--- src/rtl/input_conditioner.sv ---
// Switch and pushbutton front end: per-input synchronizer and debounce,
// plus a button FSM producing single-cycle PRESS and LONG-PRESS events.
module input_conditioner #(
    parameter int SW_WIDTH        = 4,
    parameter int SYNC_STAGES     = 2,
    parameter int DEBOUNCE_CYCLES = 50000,
    parameter int HOLD_CYCLES     = 25000000
) (
    input  logic                CLK,
    input  logic                nRST,
    input  logic [SW_WIDTH-1:0] SW_RAW,
    input  logic                nBTN_RAW,
    output logic [SW_WIDTH-1:0] SW_STABLE,
    output logic                SW_CHANGED,
    output logic                BTN_LEVEL,
    output logic                BTN_PRESS,
    output logic                BTN_LONG
);

    localparam int CH     = SW_WIDTH + 1;
    localparam int DB_W   = $clog2(DEBOUNCE_CYCLES + 1);
    localparam int HOLD_W = $clog2(HOLD_CYCLES + 1);

    localparam logic [DB_W-1:0]   DB_LAST   = DB_W'(DEBOUNCE_CYCLES - 1);
    localparam logic [DB_W-1:0]   DB_ONE    = DB_W'(1);
    localparam logic [HOLD_W-1:0] HOLD_LAST = HOLD_W'(HOLD_CYCLES - 1);
    localparam logic [HOLD_W-1:0] HOLD_ONE  = HOLD_W'(1);

    typedef enum logic [1:0] {
        S_IDLE,
        S_DOWN,
        S_LONG
    } btn_state_t;

    logic [SW_WIDTH-1:0]    sw_sync [SYNC_STAGES];
    logic [SYNC_STAGES-1:0] btn_sync;
    logic [CH-1:0]          synced;
    logic [CH-1:0]          stable;
    logic [CH-1:0]          differ;
    logic [CH-1:0]          expire;
    logic [DB_W-1:0]        db_cnt [CH];

    btn_state_t             state;
    btn_state_t             next_state;
    logic [HOLD_W-1:0]      hold_cnt;
    logic [HOLD_W-1:0]      next_hold;
    logic                   hold_last;

    always_ff @(posedge CLK or negedge nRST) begin
        if (!nRST) begin
            for (int s = 0; s < SYNC_STAGES; s++) begin
                sw_sync[s] <= '0;
            end
            btn_sync <= '1;
        end else begin
            sw_sync[0] <= SW_RAW;
            for (int s = 1; s < SYNC_STAGES; s++) begin
                sw_sync[s] <= sw_sync[s-1];
            end
            btn_sync <= {btn_sync[SYNC_STAGES-2:0], nBTN_RAW};
        end
    end

    // The button channel is inverted here so every debounce channel rests at 0.
    assign synced = {~btn_sync[SYNC_STAGES-1], sw_sync[SYNC_STAGES-1]};

    always_comb begin
        differ = synced ^ stable;
        expire = '0;
        for (int c = 0; c < CH; c++) begin
            expire[c] = differ[c] && (db_cnt[c] == DB_LAST);
        end
    end

    always_ff @(posedge CLK or negedge nRST) begin
        if (!nRST) begin
            for (int c = 0; c < CH; c++) begin
                db_cnt[c] <= '0;
            end
            stable     <= '0;
            SW_CHANGED <= 1'b0;
        end else begin
            for (int c = 0; c < CH; c++) begin
                if (!differ[c] || expire[c]) begin
                    db_cnt[c] <= '0;
                end else begin
                    db_cnt[c] <= db_cnt[c] + DB_ONE;
                end
            end
            stable     <= (stable & ~expire) | (synced & expire);
            SW_CHANGED <= |expire[SW_WIDTH-1:0];
        end
    end

    assign SW_STABLE = stable[SW_WIDTH-1:0];
    assign BTN_LEVEL = stable[SW_WIDTH];

    always_ff @(posedge CLK or negedge nRST) begin
        if (!nRST) begin
            state    <= S_IDLE;
            hold_cnt <= '0;
        end else begin
            state    <= next_state;
            hold_cnt <= next_hold;
        end
    end

    assign hold_last = (hold_cnt == HOLD_LAST);

    // A release in the cycle the hold count completes wins over the long press.
    always_comb begin
        next_state = state;
        next_hold  = hold_cnt;
        case (state)
            S_IDLE: begin
                next_hold = '0;
                if (BTN_LEVEL) begin
                    next_state = S_DOWN;
                end
            end
            S_DOWN: begin
                if (!BTN_LEVEL) begin
                    next_state = S_IDLE;
                    next_hold  = '0;
                end else begin
                    next_hold = hold_cnt + HOLD_ONE;
                    if (hold_last) begin
                        next_state = S_LONG;
                    end
                end
            end
            S_LONG: begin
                if (!BTN_LEVEL) begin
                    next_state = S_IDLE;
                    next_hold  = '0;
                end
            end
            default: begin
                next_state = S_IDLE;
                next_hold  = '0;
            end
        endcase
    end

    always_comb begin
        BTN_PRESS = 1'b0;
        BTN_LONG  = 1'b0;
        case (state)
            S_IDLE:  BTN_PRESS = BTN_LEVEL;
            S_DOWN:  BTN_LONG  = BTN_LEVEL && hold_last;
            default: begin
                BTN_PRESS = 1'b0;
                BTN_LONG  = 1'b0;
            end
        endcase
    end

endmodule
--- config.mk ---
export PLATFORM = sky130hd
export DESIGN_NAME = input_conditioner
export DESIGN_NICKNAME = d
export VERILOG_FILES = /design/src/rtl/input_conditioner.sv
export SDC_FILE = /design/constraint.sdc
export NUM_CORES = 1
export LEC_CHECK = 0
export BUFFER_PORTS_ARGS = -buffer_cell sky130_fd_sc_hd__clkbuf_2
export CORE_MARGIN = 4
export CORE_UTILIZATION = 55
export DETAILED_ROUTE_END_ITERATION = 7
export PLACE_DENSITY_LB_ADDON = 0.12
export SLEW_MARGIN = 20
export SYNTH_ARGS = -nofsm -noshare
export SYNTH_HDL_FRONTEND = slang
export SYNTH_SLANG_ARGS = --single-unit
--- constraint.sdc ---
create_clock -name CLK -period 2.2 [get_ports CLK]
set_clock_uncertainty 0.1 [all_clocks]
set_input_delay 0.44 -clock CLK [delete_from_list [all_inputs] [get_ports CLK]]
set_output_delay 0.44 -clock CLK [all_outputs]
set_load 0.1 [all_outputs]
# == Yosys cells after proc, flatten, opt, wreduce, memory -nomap -nowiden ==
# Cells that the tools add are included.
# word_totals
register_bits,123
latchBits,0
ramBits,0
mem_bits_ro,0
inputBits,7
memories,0
# classes
add_sub_neg,6
n_mul,0
div,0
n_lt_le_gt_ge,0
n_eq_ne,11
n_shift,0
muxes,15
bitwise_logic,6
reduce_logical,19
# ops
cell,n
16-bit by 1-bit adder with 16-bit output (second input constant),5
16-bit == test (second input constant),5
16-bit 2-to-1 mux,5
25-bit 2-to-1 mux,2
25-bit one-hot mux with 2 select lines,1
25-bit by 1-bit adder with 25-bit output (second input constant),1
25-bit == test (second input constant),1
5-bit AND,2
2-bit 2-to-1 mux,4
1-bit logical AND,6
2-bit one-hot mux with 3 select lines,1
1-bit zero test,5
1-bit logical OR,5
5-bit NOT,1
5-bit OR,1
5-bit bitwise XOR,1
2-bit != test (second input constant),2
4-bit OR reduction,1
3-bit != test (second input constant),1
3-bit AND reduction,1
2-bit by 1-bit == test with 1-bit output (second input constant),1
2-bit == test (second input constant),1
2-bit zero test,1
1-bit 2-to-1 mux,2
1-bit NOT,1

# == Logic depth before layout (Yosys ltp) ==
# depth
depth_word,6
mapped_depth,7

# == Least setup slack after synthesis ==
# Ideal clock, no wire load.
# synth_timing
kind,register to output
startpoint,reg hold_cnt[5]
endpoint,out BTN_LONG
arrival_ns,3.510
required_ns,1.660
setup_slack_ns,-1.850
path_stages_with_launch,5
path_cell_list,dfrtp_1 > clkbuf_2 > or3b_2 > or4_2 > nor3_1
# synth_via
elab_chain_cells,3
# synth_lines
item,line_no,source
from (decl),45,logic [HOLD_W-1:0] hold_cnt;
from (signal assigned),104,hold_cnt <= next_hold;
25-bit == test,108,assign hold_last = (hold_cnt == HOLD_LAST);
1-bit logical AND,150,S_DOWN: BTN_LONG = BTN_LEVEL && hold_last;
1-bit 2-to-1 mux,148,case (state)
to (decl),17,output logic BTN_LONG
# No other way between the ends.

# == Final worst setup path ==
# layout_timing
startpoint,reg hold_cnt[23]
endpoint,out BTN_LONG
# Same word-level chain as after synthesis.

==> results.toml <==
[status]
status = "finished with violations"
violations = "setup timing"

[worst_hold_path]
min_path_type = "flop to flop"
min-delay-start = "sw_sync[5]"
whs_path_depth = 0

[cells_and_area]
antenna_cells_inserted = 0
finish.net_count = 660
stdcell_count = 796
most_frequent_cells_in_the_layout = "120 x sky130_fd_sc_hd__dfrtp_1, 74 x sky130_fd_sc_hd__nor2_1, 43 x sky130_fd_sc_hd__nand3_1"
post_route_cells_drive_above_1_share_pct = 15.0
final_common_cell = "sky130_fd_sc_hd__dfrtp_1"
filler_cell_count = 764
syn2layout_area_growth_pct = 19.6

[global_route]
grt_util_all_layers_pct = 21.3
grt_overflow = 0
grt_first_pass_wirelength_mm = 21.9
pin_count_of_the_biggest_net_entering_global_routing = 46
first_global_vias = 4688
antenna_violations_before_repair = 0

[clock_network]
clock_tree_from_tritoncts = "done"
cell_at_the_root_of_the_clock_tree = "sky130_fd_sc_hd__clkbuf_8"
numClockSinks = 123
clkSlewWorstSetupHoldPaths_ps = 60
clk_path_buf_depth = 2
cts_made_buffers = 17
worstSkewPairLatency_ps = 530
h_tree_depth_reported_by_cts = 4

[detailed_routing]
routed-via-count = 4686
postRouteAntennaNets = 0
drt-total-wl_mm = 12.5
detailedRoute.firstIterationViolations = 377
routed_via_density = 5.89
drt-pass1-iter-count = 5
route.detailed.drc = 0
routedWlPerCell_um = 15.7

[worst_setup_path]
critPathCaptureType = "primary output"
r2r.worst_path.cells = 6
critical_path_data_arrival_time_ps = 2190
crit_type = "flop to primary output"
worst_setup_path_start_kind = "flop"
crit_start = "hold_cnt[23]"
crit_fanout = 2
worst_ep_required_time_ps = 1660
rr_startpoint = "hold_cnt[0]"

[timing]
hold_viol = 0
fmax_mhz = 367
max_slew.worst_pin.slew_ps = 627
slew_headroom_pct = 58.2
final_period_util_pct = 124
finalSetupViolCount = 1
max_slew_vio_count = 0
timing.final.ws_setup_ps = -527
setup_repair_after_global_routing_missed_its_margin = "yes"
fin_worst_hold_slack_ps = 254
finalCriticalPeriod_ps = 2730

[synthesis]
ys_dominant_reg_cell = "sky130_fd_sc_hd__dfrtp_1"
synth_cells = 601
number_of_flops_mapped_to_enable_cells_by_yosys = 0
syn_area_um2 = 6030
synth_nets = 614
yosys_warnings = 0
synth-seq-cells = 123
syn_area_per_cell_um2 = 10.0
synth_cell_type_count = 53
seq_area_frac_synth_pct = 51.1
synthArstFlopShare_pct = 100

[power]
power-per-cell-area_nw_per_um2 = 759
worst_ir_drop_vdd_mv = 0.536
p_leak_nw = 3.09

[die]
die_h_um = 113
boundaryPins = 15
start_util_pct = 57.4
fp.dieArea_um2 = 12700
core_area_um2 = 10500
die-width_um = 113
num_rows = 37

[placed_design]
port_buffers = 14
place.gp.congestion = 0.865
dp.cells = 758
place_worst_setup_slack_ps = 2.23
dp_hpwl_mm = 8.46

[run]
maxCapViolCount = 0
==> cell families after synthesis <==
| logic type | share of synthesized area (%) |
|---|---|
| AOI/OAI and AO/OA | 8.76 |
| and+or+nand+nor | 26.7 |
| buffers and inverters | 2.20 |
| adders and majority gates | 1.25 |
| xor gates and xnor gates | 9.30 |
| muxes | 0.747 |
| DFF | 51.1 |
==> layout make-up <==
type	instances	area (um^2)	share of cell area, %
clock buffers	24	470	6.52
well taps	136	170	2.36
multi-input cells	445	2860	39.7
inverters	11	41.3	0.573
clock inverters	8	165	2.29
repair buffers	49	422	5.85
flip-flops and latches	123	3080	42.7
==> state kept, by name, indices dropped and copies added, names as in the netlist, named ones only <==
register	cells
sw_sync	8
state	2
db_cnt	80
btn_sync	2
SW_CHANGED	1
hold_cnt	25
==> per-layer routing <==
metal	track usage, %	share of wire, %	up-vias
met4	7.93	1.5	0
li1	-	-	2289
met3	5.45	4.1	16
met1	28.2	46	2286
met2	33.9	48	95
met5	0	0	-
==> worst paths after layout <==
check	endpoint	slack (ps)
max in group asynchronous	db_cnt[72]	1080
min in group asynchronous	sw_sync[1]	370
hold reg to reg	sw_sync[1]	250
hold / removal	sw_sync[1]	250
setup / recovery	BTN_LONG	-530
setup reg to reg	state[0]	100
==> power breakdown <==
part	internal [mW]	switching (mW)	total (mW)
clock network	2.04	0.971	3.01
registers	2.30	0.0264	2.32
logic	0.0517	0.0889	0.141
total	4.39	1.09	5.48
==> stage by stage <==
step                      util [%]  total power, mW  cell area [um^2]  setup TNS (ps)
after CTS                     68.5             5.54              7200            -568
final                         68.6             5.48              7210            -527
after floorplan                  -             2.41              6060            -391
after global routing          68.6             5.66              7210            -619
after global placement        61.8             2.49              6490               0
after detailed placement      61.8             2.50              6490               0
==> worst max-delay path, cell delays in order (launching register included) <==
cell and delay, ps:
sky130_fd_sc_hd__dfrtp_1 380, sky130_fd_sc_hd__or3b_4 390, sky130_fd_sc_hd__or4_4 510, sky130_fd_sc_hd__nor3_4 180
sky130_fd_sc_hd__buf_12 200
==> synthesized netlist by cell type (2+ instances only) <==
master,instances,area (um^2)
sky130_fd_sc_hd__nor2_1,75,282
sky130_fd_sc_hd__and2_1,4,25.0
sky130_fd_sc_hd__a21oi_1,18,90.1
sky130_fd_sc_hd__or3_1,9,56.3
sky130_fd_sc_hd__nand3_1,43,215
sky130_fd_sc_hd__o21ai_0,25,125
sky130_fd_sc_hd__nand2b_1,3,18.8
sky130_fd_sc_hd__a31o_2,4,35.0
sky130_fd_sc_hd__a41oi_1,3,26.3
sky130_fd_sc_hd__a22o_1,2,17.5
sky130_fd_sc_hd__nor4bb_1,9,90.1
sky130_fd_sc_hd__and4_2,2,20.0
sky130_fd_sc_hd__nor3_1,15,75.1
sky130_fd_sc_hd__o31ai_1,5,37.5
sky130_fd_sc_hd__xor2_1,31,272
sky130_fd_sc_hd__or2_2,2,12.5
sky130_fd_sc_hd__clkbuf_2,2,10.0
sky130_fd_sc_hd__and3b_1,3,26.3
sky130_fd_sc_hd__nand3b_1,2,15.0
sky130_fd_sc_hd__o41ai_1,5,43.8
sky130_fd_sc_hd__dfstp_2,2,52.6
sky130_fd_sc_hd__inv_1,11,41.3
sky130_fd_sc_hd__o211ai_1,2,15.0
sky130_fd_sc_hd__o311ai_0,5,43.8
sky130_fd_sc_hd__nand2_1,35,131
sky130_fd_sc_hd__dfrtp_1,121,3030
sky130_fd_sc_hd__a31oi_1,10,62.6
sky130_fd_sc_hd__clkbuf_1,16,60.1
sky130_fd_sc_hd__buf_2,2,10.0
sky130_fd_sc_hd__nor4b_1,5,43.8
sky130_fd_sc_hd__nand4_1,32,200
sky130_fd_sc_hd__and3_1,16,100
sky130_fd_sc_hd__xnor2_1,33,289
sky130_fd_sc_hd__ha_1,6,75.1
sky130_fd_sc_hd__or4b_1,2,20.0
sky130_fd_sc_hd__mux2_2,4,45.0
sky130_fd_sc_hd__and4_1,11,96.3
sky130_fd_sc_hd__nor4_1,8,50.1
sky130_fd_sc_hd__or4_1,4,30.0
==> timing repair <==
item                                    in CTS  in global routing
gates resized for setup                      5                  1
setup buffers                                0                  0
pin swaps                                    1                  0
hold buffers                                 6                  0
hold endpoints to repair                    44                  0
endpoints found under the setup margin       2                  2
No activity file was read; power rests on OpenSTA's default activity.
